**config.mk**
```make
export PLATFORM = sky130hd
export DESIGN_NAME = writeback_trace_buffer_flat
export DESIGN_NICKNAME = d
export VERILOG_FILES = /design/src/rtl/tessia_trace_pkg.sv /design/src/rtl/writeback_trace_buffer_if.sv /design/src/rtl/trace_fifo_2w1r.sv /design/src/rtl/writeback_trace_buffer.sv /design/src/flat_wrapper.sv
export SDC_FILE = /design/constraint.sdc
export NUM_CORES = 2
export LEC_CHECK = 0
export CORE_MARGIN = 2
export CORE_UTILIZATION = 30
export CTS_BUF_LIST = sky130_fd_sc_hd__clkbuf_16
export DETAILED_ROUTE_END_ITERATION = 8
export SLEW_MARGIN = 20
export SYNTH_ARGS = -nofsm -noshare
export SYNTH_HDL_FRONTEND = slang
export SYNTH_SLANG_ARGS = --single-unit
```
**constraint.sdc**
```tcl
create_clock -name clk -period 38.7 [get_ports clk]
set_input_delay 7.74 -clock clk [delete_from_list [all_inputs] [get_ports clk]]
set_output_delay 7.74 -clock clk [all_outputs]
set_load 0.01 [all_outputs]
```
**src/rtl/tessia_trace_pkg.sv**
```systemverilog
// Shared trace types for the write-back trace buffer.
package tessia_trace_pkg;

  typedef enum logic {
    REG = 1'b0,
    MEM = 1'b1
  } trace_kind_e;

  typedef struct packed {
    trace_kind_e kind;
    logic [63:0] addr;
    logic [63:0] data;
  } trace_entry_t;

  function automatic trace_entry_t make_entry(trace_kind_e kind, logic [63:0] addr,
                                              logic [63:0] data);
    trace_entry_t e;
    e.kind = kind;
    e.addr = addr;
    e.data = data;
    return e;
  endfunction

endpackage

```
**src/rtl/writeback_trace_buffer_if.sv**
```systemverilog
// Trace output stream: valid/ready handshake carrying one trace entry.
interface writeback_trace_buffer_if;
  import tessia_trace_pkg::*;

  logic        trace_valid;
  logic        trace_ready;
  trace_kind_e trace_kind;
  logic [63:0] trace_addr;
  logic [63:0] trace_data;

  modport master (
    output trace_valid,
    output trace_kind,
    output trace_addr,
    output trace_data,
    input  trace_ready
  );

  modport slave (
    input  trace_valid,
    input  trace_kind,
    input  trace_addr,
    input  trace_data,
    output trace_ready
  );

endinterface

```
**src/rtl/trace_fifo_2w1r.sv**
```systemverilog
// Trace entry FIFO with two write ports (wr0 first, wr1 second) and one read port.
// wr1_en must only be asserted together with wr0_en; the caller guarantees space.
module trace_fifo_2w1r
  import tessia_trace_pkg::*;
#(
  parameter int unsigned DEPTH = 16
) (
  input  logic                   clk,
  input  logic                   reset,
  input  logic                   wr0_en,
  input  trace_entry_t           wr0_data,
  input  logic                   wr1_en,
  input  trace_entry_t           wr1_data,
  input  logic                   rd_en,
  output trace_entry_t           rd_data,
  output logic [$clog2(DEPTH):0] level
);

  localparam int unsigned AW = $clog2(DEPTH);
  localparam int unsigned LW = AW + 1;

  trace_entry_t    mem [DEPTH];
  logic [AW-1:0]   wr_ptr;
  logic [AW-1:0]   rd_ptr;
  logic            pop;

  always_comb begin
    pop     = rd_en & (level != '0);
    rd_data = mem[rd_ptr];
  end

  // Storage writes; the second port lands in the slot after the first.
  always_ff @(posedge clk) begin
    if (reset) begin
      if (wr0_en) mem[wr_ptr] <= wr0_data;
      if (wr1_en) mem[wr_ptr + AW'(1)] <= wr1_data;
    end
  end

  // Pointer and occupancy bookkeeping; pointers wrap naturally at DEPTH.
  always_ff @(posedge clk) begin
    if (!reset) begin
      wr_ptr <= '0;
      rd_ptr <= '0;
      level  <= '0;
    end else begin
      wr_ptr <= wr_ptr + AW'(wr0_en) + AW'(wr1_en);
      rd_ptr <= rd_ptr + AW'(pop);
      level  <= level + LW'(wr0_en) + LW'(wr1_en) - LW'(pop);
    end
  end

endmodule

```
**src/rtl/writeback_trace_buffer.sv**
```systemverilog
// Captures core register/memory write-back events into a trace FIFO,
// counting events that had to be dropped for lack of space.
module writeback_trace_buffer
  import tessia_trace_pkg::*;
#(
  parameter int unsigned DEPTH  = 16,
  parameter int unsigned DROP_W = 16
) (
  input  logic                   clk,
  input  logic                   reset,
  input  logic                   capture_en,
  input  logic                   EnableRegisterWrite,
  input  logic [4:0]             RegisterToWrite,
  input  logic [63:0]            DataToWriteIntoRegister,
  input  logic                   EnableMemoryWrite,
  input  logic [63:0]            AddressToWriteIntoMemory,
  input  logic [63:0]            DataToWriteIntoMemory,
  writeback_trace_buffer_if.master trace,
  output logic [$clog2(DEPTH):0] level,
  output logic                   overflow,
  output logic [DROP_W-1:0]      drop_count,
  input  logic                   overflow_clr
);

  localparam int unsigned LW = $clog2(DEPTH) + 1;
  localparam logic [LW-1:0] FULL_LVL = LW'(DEPTH);
  localparam logic [LW-1:0] LAST_LVL = LW'(DEPTH - 1);

  logic         reg_evt;
  logic         mem_evt;
  logic         full;
  logic         one_free;
  logic         accept_reg;
  logic         accept_mem;
  logic         wr0_en;
  logic         wr1_en;
  logic         pop;
  logic [1:0]   n_drop;
  logic [DROP_W:0] drop_sum;
  trace_entry_t reg_entry;
  trace_entry_t mem_entry;
  trace_entry_t wr0_data;
  trace_entry_t head;

  // Admission: free space is judged from the level at the start of the cycle,
  // so a same-cycle pop never makes room. The register event wins the last slot.
  always_comb begin
    reg_evt    = capture_en & EnableRegisterWrite;
    mem_evt    = capture_en & EnableMemoryWrite;
    full       = (level == FULL_LVL);
    one_free   = (level == LAST_LVL);
    accept_reg = reg_evt & ~full;
    accept_mem = mem_evt & ~full & ~(reg_evt & one_free);
    n_drop     = 2'(reg_evt & ~accept_reg) + 2'(mem_evt & ~accept_mem);

    reg_entry  = make_entry(REG, {59'd0, RegisterToWrite}, DataToWriteIntoRegister);
    mem_entry  = make_entry(MEM, AddressToWriteIntoMemory, DataToWriteIntoMemory);

    // Compact accepted events onto the write ports so wr0 is always the older one.
    wr0_en     = accept_reg | accept_mem;
    wr0_data   = accept_reg ? reg_entry : mem_entry;
    wr1_en     = accept_reg & accept_mem;
  end

  trace_fifo_2w1r #(
    .DEPTH(DEPTH)
  ) u_fifo (
    .clk      (clk),
    .reset    (reset),
    .wr0_en   (wr0_en),
    .wr0_data (wr0_data),
    .wr1_en   (wr1_en),
    .wr1_data (mem_entry),
    .rd_en    (pop),
    .rd_data  (head),
    .level    (level)
  );

  // Output stream: head entry presented while non-empty, zeros otherwise.
  always_comb begin
    trace.trace_valid = (level != '0);
    pop               = trace.trace_valid & trace.trace_ready;
    if (trace.trace_valid) begin
      trace.trace_kind = head.kind;
      trace.trace_addr = head.addr;
      trace.trace_data = head.data;
    end else begin
      trace.trace_kind = REG;
      trace.trace_addr = '0;
      trace.trace_data = '0;
    end
    drop_sum = {1'b0, drop_count} + (DROP_W + 1)'(n_drop);
  end

  // Sticky overflow flag and saturating drop counter; clear beats a new drop.
  always_ff @(posedge clk) begin
    if (!reset) begin
      overflow   <= 1'b0;
      drop_count <= '0;
    end else if (overflow_clr) begin
      overflow   <= 1'b0;
      drop_count <= '0;
    end else if (n_drop != 2'd0) begin
      overflow   <= 1'b1;
      drop_count <= drop_sum[DROP_W] ? '1 : drop_sum[DROP_W-1:0];
    end
  end

endmodule

```
**src/flat_wrapper.sv**
```systemverilog
// flat-port wrapper written by rule: the top's interface ports become plain ports
module writeback_trace_buffer_flat import tessia_trace_pkg::*;
#(
  parameter int unsigned DEPTH  = 16,
  parameter int unsigned DROP_W = 16
)
  (clk, reset, capture_en, EnableRegisterWrite, RegisterToWrite, DataToWriteIntoRegister, EnableMemoryWrite, AddressToWriteIntoMemory, DataToWriteIntoMemory, level, overflow, drop_count, overflow_clr, trace_trace_valid, trace_trace_kind, trace_trace_addr, trace_trace_data, trace_trace_ready);
  writeback_trace_buffer_if trace_i ();
  input  logic clk;
  input  logic reset;
  input  logic capture_en;
  input  logic EnableRegisterWrite;
  input  logic [4:0] RegisterToWrite;
  input  logic [63:0] DataToWriteIntoRegister;
  input  logic EnableMemoryWrite;
  input  logic [63:0] AddressToWriteIntoMemory;
  input  logic [63:0] DataToWriteIntoMemory;
  output logic [$clog2(DEPTH):0] level;
  output logic overflow;
  output logic [DROP_W-1:0] drop_count;
  input  logic overflow_clr;
  output wire logic [$bits(trace_i.trace_valid)-1:0] trace_trace_valid;
  output wire logic [$bits(trace_i.trace_kind)-1:0] trace_trace_kind;
  output wire logic [$bits(trace_i.trace_addr)-1:0] trace_trace_addr;
  output wire logic [$bits(trace_i.trace_data)-1:0] trace_trace_data;
  input wire logic [$bits(trace_i.trace_ready)-1:0] trace_trace_ready;
  assign trace_trace_valid = trace_i.trace_valid;
  assign trace_trace_kind = trace_i.trace_kind;
  assign trace_trace_addr = trace_i.trace_addr;
  assign trace_trace_data = trace_i.trace_data;
  assign trace_i.trace_ready = trace_trace_ready;
  writeback_trace_buffer #(.DEPTH(DEPTH), .DROP_W(DROP_W)) u_core (.clk(clk), .reset(reset), .capture_en(capture_en), .EnableRegisterWrite(EnableRegisterWrite), .RegisterToWrite(RegisterToWrite), .DataToWriteIntoRegister(DataToWriteIntoRegister), .EnableMemoryWrite(EnableMemoryWrite), .AddressToWriteIntoMemory(AddressToWriteIntoMemory), .DataToWriteIntoMemory(DataToWriteIntoMemory), .trace(trace_i), .level(level), .overflow(overflow), .drop_count(drop_count), .overflow_clr(overflow_clr));
endmodule
```
==> impl_results.md <==
* Result of the run: finished, final reports clean
* Portion of the post-synthesis area used by sequential elements at 0.6393
* Chip Width at ~570 µm
* Worst path most repeated cell: sky130_fd_sc_hd__buf_4
* Core Footprint at between 0.3 and 0.4 mm²
* DPL Wire Length at about 180000 µm
* Simple-gate share of the synthesized area at 0.07611
* Adder-cell share of the synthesized area at 0.002486
* Cts repair resizes at 0
* Layout Cell Area excl Fill at 0.1124 mm²
* Clock root buffer: sky130_fd_sc_hd__clkbuf_16
* Cell count of the worst hold path at 2
* Share of Yosys cell area claimed by the top area cell type at 0.6298
* Worst Hold Endpoint: u_core.overflow
* R2r setup slk at 32.76 ns
* Timing-limited maximum frequency at about 0.068 GHz
* Count of antenna-violating nets left after detailed routing at 0
* Hold_buf cts at 0
* Growth of design area from synthesis to finish at 15.11%
* Largest voltage drop on the vdd net at between 0.04 and 0.05 mV
* Endpoint of the worst-slack reg-to-reg timing path: u_core.u_fifo.mem[3][82]
* Setup repair bufs after CTS at 0
* Most used DFF post-synth: sky130_fd_sc_hd__edfxtp_1
* Number of vias in the routed layout at between 60000 and 70000
* Synthesized-area fraction occupied by xor and xnor cells at 0.001435
* Worst path arrival time at about 7.0 ns
* Overall global routing resource usage at 0.2066
* Number of synthesized register bits at 2094
* Cell area after synthesis at 0.09764 mm²
* Antenna violations before repair at 38
* Setup-failing EPs final at 0
* Crit-path cells: buf_4, buf_4, buf_4, buf_4, buf_4, mux4_2, a22oi_1, nand2_1, clkdlybuf4s50_1
* Number of distinct library cell variants in the gate-level netlist after synthesis at 60
* Worst-Skew Late Latency at approximately 0.88 ns
* Depth of the CTS H-tree at 4
* Portion of the clock cycle consumed by the worst path in the final layout at 0.3809
* Beginning of the worst hold path: u_core.overflow
* Maximum Capacitance Violations at 0
* Reg2Reg Launch Point: u_core.u_fifo.level[3]
* Ranking of synthesized cells by area: sky130_fd_sc_hd__edfxtp_1 (63%), sky130_fd_sc_hd__mux4_2 (12%), sky130_fd_sc_hd__o2bb2ai_1 (9.5%), sky130_fd_sc_hd__and2_1 (4.6%), sky130_fd_sc_hd__clkbuf_1 (2.5%)
* Global route total overflow at 0
* Synthesized netlist net count at around 6400
* Relative max-transition margin at 0.1809
* Slew Limit Fails at 0
* Tightest Pin Transition at ~1.2 ns
* Min Hold Slack at roughly 0.45 ns
* Total length of routed wires at approximately 350000 µm
* CTS Sinks at between 2000 and 2500
* Number of warning messages in the yosys log at 0
* Main combinational cell family by area after synthesis: multiplexers
* Largest net degree at the start of global routing at 106
* Synthesized instance count at 6200
* Starting DRT DRC Count at around 9600
* TritonCTS clock tree: built
* Clock transition at path regs at approximately 0.070 ns
* Count of cells along the worst register-to-register path at 11
* Share of the synthesized area in compound gates (AO/OA/AOI/OAI) at 0.1220
* Vias per Instance at a little under 6
* Reported leakage power at between 0.03 and 0.04 µW
* Endpoint kind of the worst setup timing path: output port
* Remaining routing DRC violations at 0
* Synth Area per Inst at 15.75 µm²
* Slowest stage cell, crit path: sky130_fd_sc_hd__buf_4
* Worst Path Class, Setup: reg2out
* Setup TNS Final at 0 ns
* Cell Area, Placed at ~0.11 mm²
* Unrepaired setup endpoints after global routing: no
* Post-DR wirelength/cell at 32.94 µm
* Largest incremental delay on the critical path at slightly above 0.8 ns
* Vertical extent of the die at between 500 and 600 µm
* Vias in the first global route at around 63000
* DRT Pass-1 Iters at 6
* Number of rows created at floorplan at between 200 and 250
* Startpoint kind of the worst setup timing path: flop
* Cts bufs inserted at 209
* Hold Vio Cnt, Final at 0
* Global-route wire length before repair at about 500000 µm
* Critical path data required time at approximately 31 ns
* Setup skew after layout at between 0.03 and 0.04 ns
* Nets@finish at 6406
* Proportion of synthesized area in mux cells at 0.1264
* Largest area contributor in the synthesized netlist: sky130_fd_sc_hd__edfxtp_1
* Bufs on Longest Clock Path at 4
* Fraction of registers with async set or reset after synthesis at 0
* Power density over the cells at approximately 52 mW/mm²
* Dominant cell by count in the synthesized netlist: sky130_fd_sc_hd__edfxtp_1
* Full die area at between 0.3 and 0.4 mm²
* Minimum period implied by the final worst setup slack at ~15 ns
* Initial core utilization at 0.3014
* PortBufs at roughly 360
* Tightest Hold Check Type: reg2reg
* Max Fanout on Critical Path at 44
* Final GP Congestion at 0.7869
* Ports placed on the boundary at approximately 360
* Synth cell count leaders: sky130_fd_sc_hd__edfxtp_1 (2048), sky130_fd_sc_hd__o2bb2ai_1 (1054), sky130_fd_sc_hd__and2_1 (723)
* Design Power at approximately 5800 µW
* Count of flip-flops with a built-in enable after synthesis at between 2000 and 2500
* Share of layout cells above drive strength 1 at 0.1706
stage by stage:
step                        util  cells  setup WS, ns
final                     0.3469  10673         23.96
after global routing      0.3469  10668         23.31
after CTS                 0.3467  10666         23.59
after detailed placement  0.3268  10298         24.51
after global placement    0.3263  10293         24.53
after floorplan                -   6200         20.04
state kept, by name (all words and copies together), names as in the netlist:
signal / flops
u_core.drop_count: 16
u_core.u_fifo.wr_ptr: 4
u_core.u_fifo.rd_ptr: 4
u_core.u_fifo.level: 5
u_core.overflow: 1
u_core.u_fifo.mem: 2064
worst max-delay path by stage:
| stage | start | end | slack (ns) | cells past startpoint |
|---|---|---|---|---|
| 6_report | u_core.u_fifo.rd_ptr[0] | trace_trace_addr[13] | 23.96 | 9 |
| 5_1_grt | u_core.u_fifo.rd_ptr[0] | trace_trace_addr[13] | 23.31 | 9 |
| 4_1_cts | u_core.u_fifo.rd_ptr[0] | trace_trace_addr[13] | 23.59 | 9 |
| 3_5_place_dp | u_core.u_fifo.rd_ptr[0] | trace_trace_addr[13] | 24.51 | 9 |
| 3_3_place_gp | u_core.u_fifo.rd_ptr[0] | trace_trace_addr[13] | 24.53 | 9 |
| 2_1_floorplan | EnableRegisterWrite | u_core.u_fifo.mem[2][0] | 20.04 | 6 |
cells in the final DEF, fill, tap and decap left out, types with 35 or more instances in the layout:
| master | n |
|---|---|
| sky130_fd_sc_hd__a22oi_1 | 258 |
| sky130_fd_sc_hd__inv_1 | 52 |
| sky130_fd_sc_hd__and2_1 | 722 |
| sky130_fd_sc_hd__nor2b_1 | 240 |
| sky130_fd_sc_hd__edfxtp_1 | 2048 |
| sky130_fd_sc_hd__buf_4 | 193 |
| sky130_fd_sc_hd__clkdlybuf4s50_1 | 355 |
| sky130_fd_sc_hd__clkinv_2 | 35 |
| sky130_fd_sc_hd__o2bb2ai_1 | 1054 |
| sky130_fd_sc_hd__mux4_2 | 516 |
| sky130_fd_sc_hd__clkbuf_16 | 212 |
| sky130_fd_sc_hd__dfxtp_1 | 44 |
| sky130_fd_sc_hd__nand2_1 | 168 |
| sky130_fd_sc_hd__clkinv_1 | 55 |
| sky130_fd_sc_hd__mux2i_1 | 59 |
| sky130_fd_sc_hd__o22ai_1 | 50 |
worst max-delay path, delay by kind of cell, from the launching register on:
kind                   cells  cell delay (ns)
and+or+nand+nor            1             0.22
AOI/OAI and AO/OA          1             0.23
muxes                      1             0.59
buffers and inverters      6             4.35
DFF                        1             0.57
metal layers:
layer  global-route usage  part of all wire  wire length, µm  vias to the layer above
met1               0.2800              0.39           137000                    32982
met2               0.3283              0.46           162700                     4356
met4              0.06642             0.034            12060                       12
li1                     -                 -                -                    24831
met3              0.04630              0.11            39670                      734
met5                    0           0.00022               76                        -
final cells by class:
type                       count  area [µm²]
tap                         4325        5411
fill                       30651      211600
clock inverter               156        1159
sequential                  2094       62430
antenna                        6       15.01
multi-input combinational   3302       32690
timing repair buffer         565        5339
inverter                      13       48.80
clock buffer                 212        5305
logic make-up after synthesis:
group                      Yosys count
muxes                              588
xor gates and xnor gates            16
DFF                               2094
adders and majority gates           17
AOI/OAI and AO/OA                 1428
buffers and inverters              804
and+or+nand+nor                   1253
power breakdown:
part / internal [µW] / switching (µW) / total, µW / leakage (µW)
Sequential: 2510 / 26.3 / 2530 / 0.0188
Clock: 1110 / 889 / 2000 / 0.00334
Combinational: 529 / 748 / 1280 / 0.0115
No activity file was read; power rests on OpenSTA's default activity.
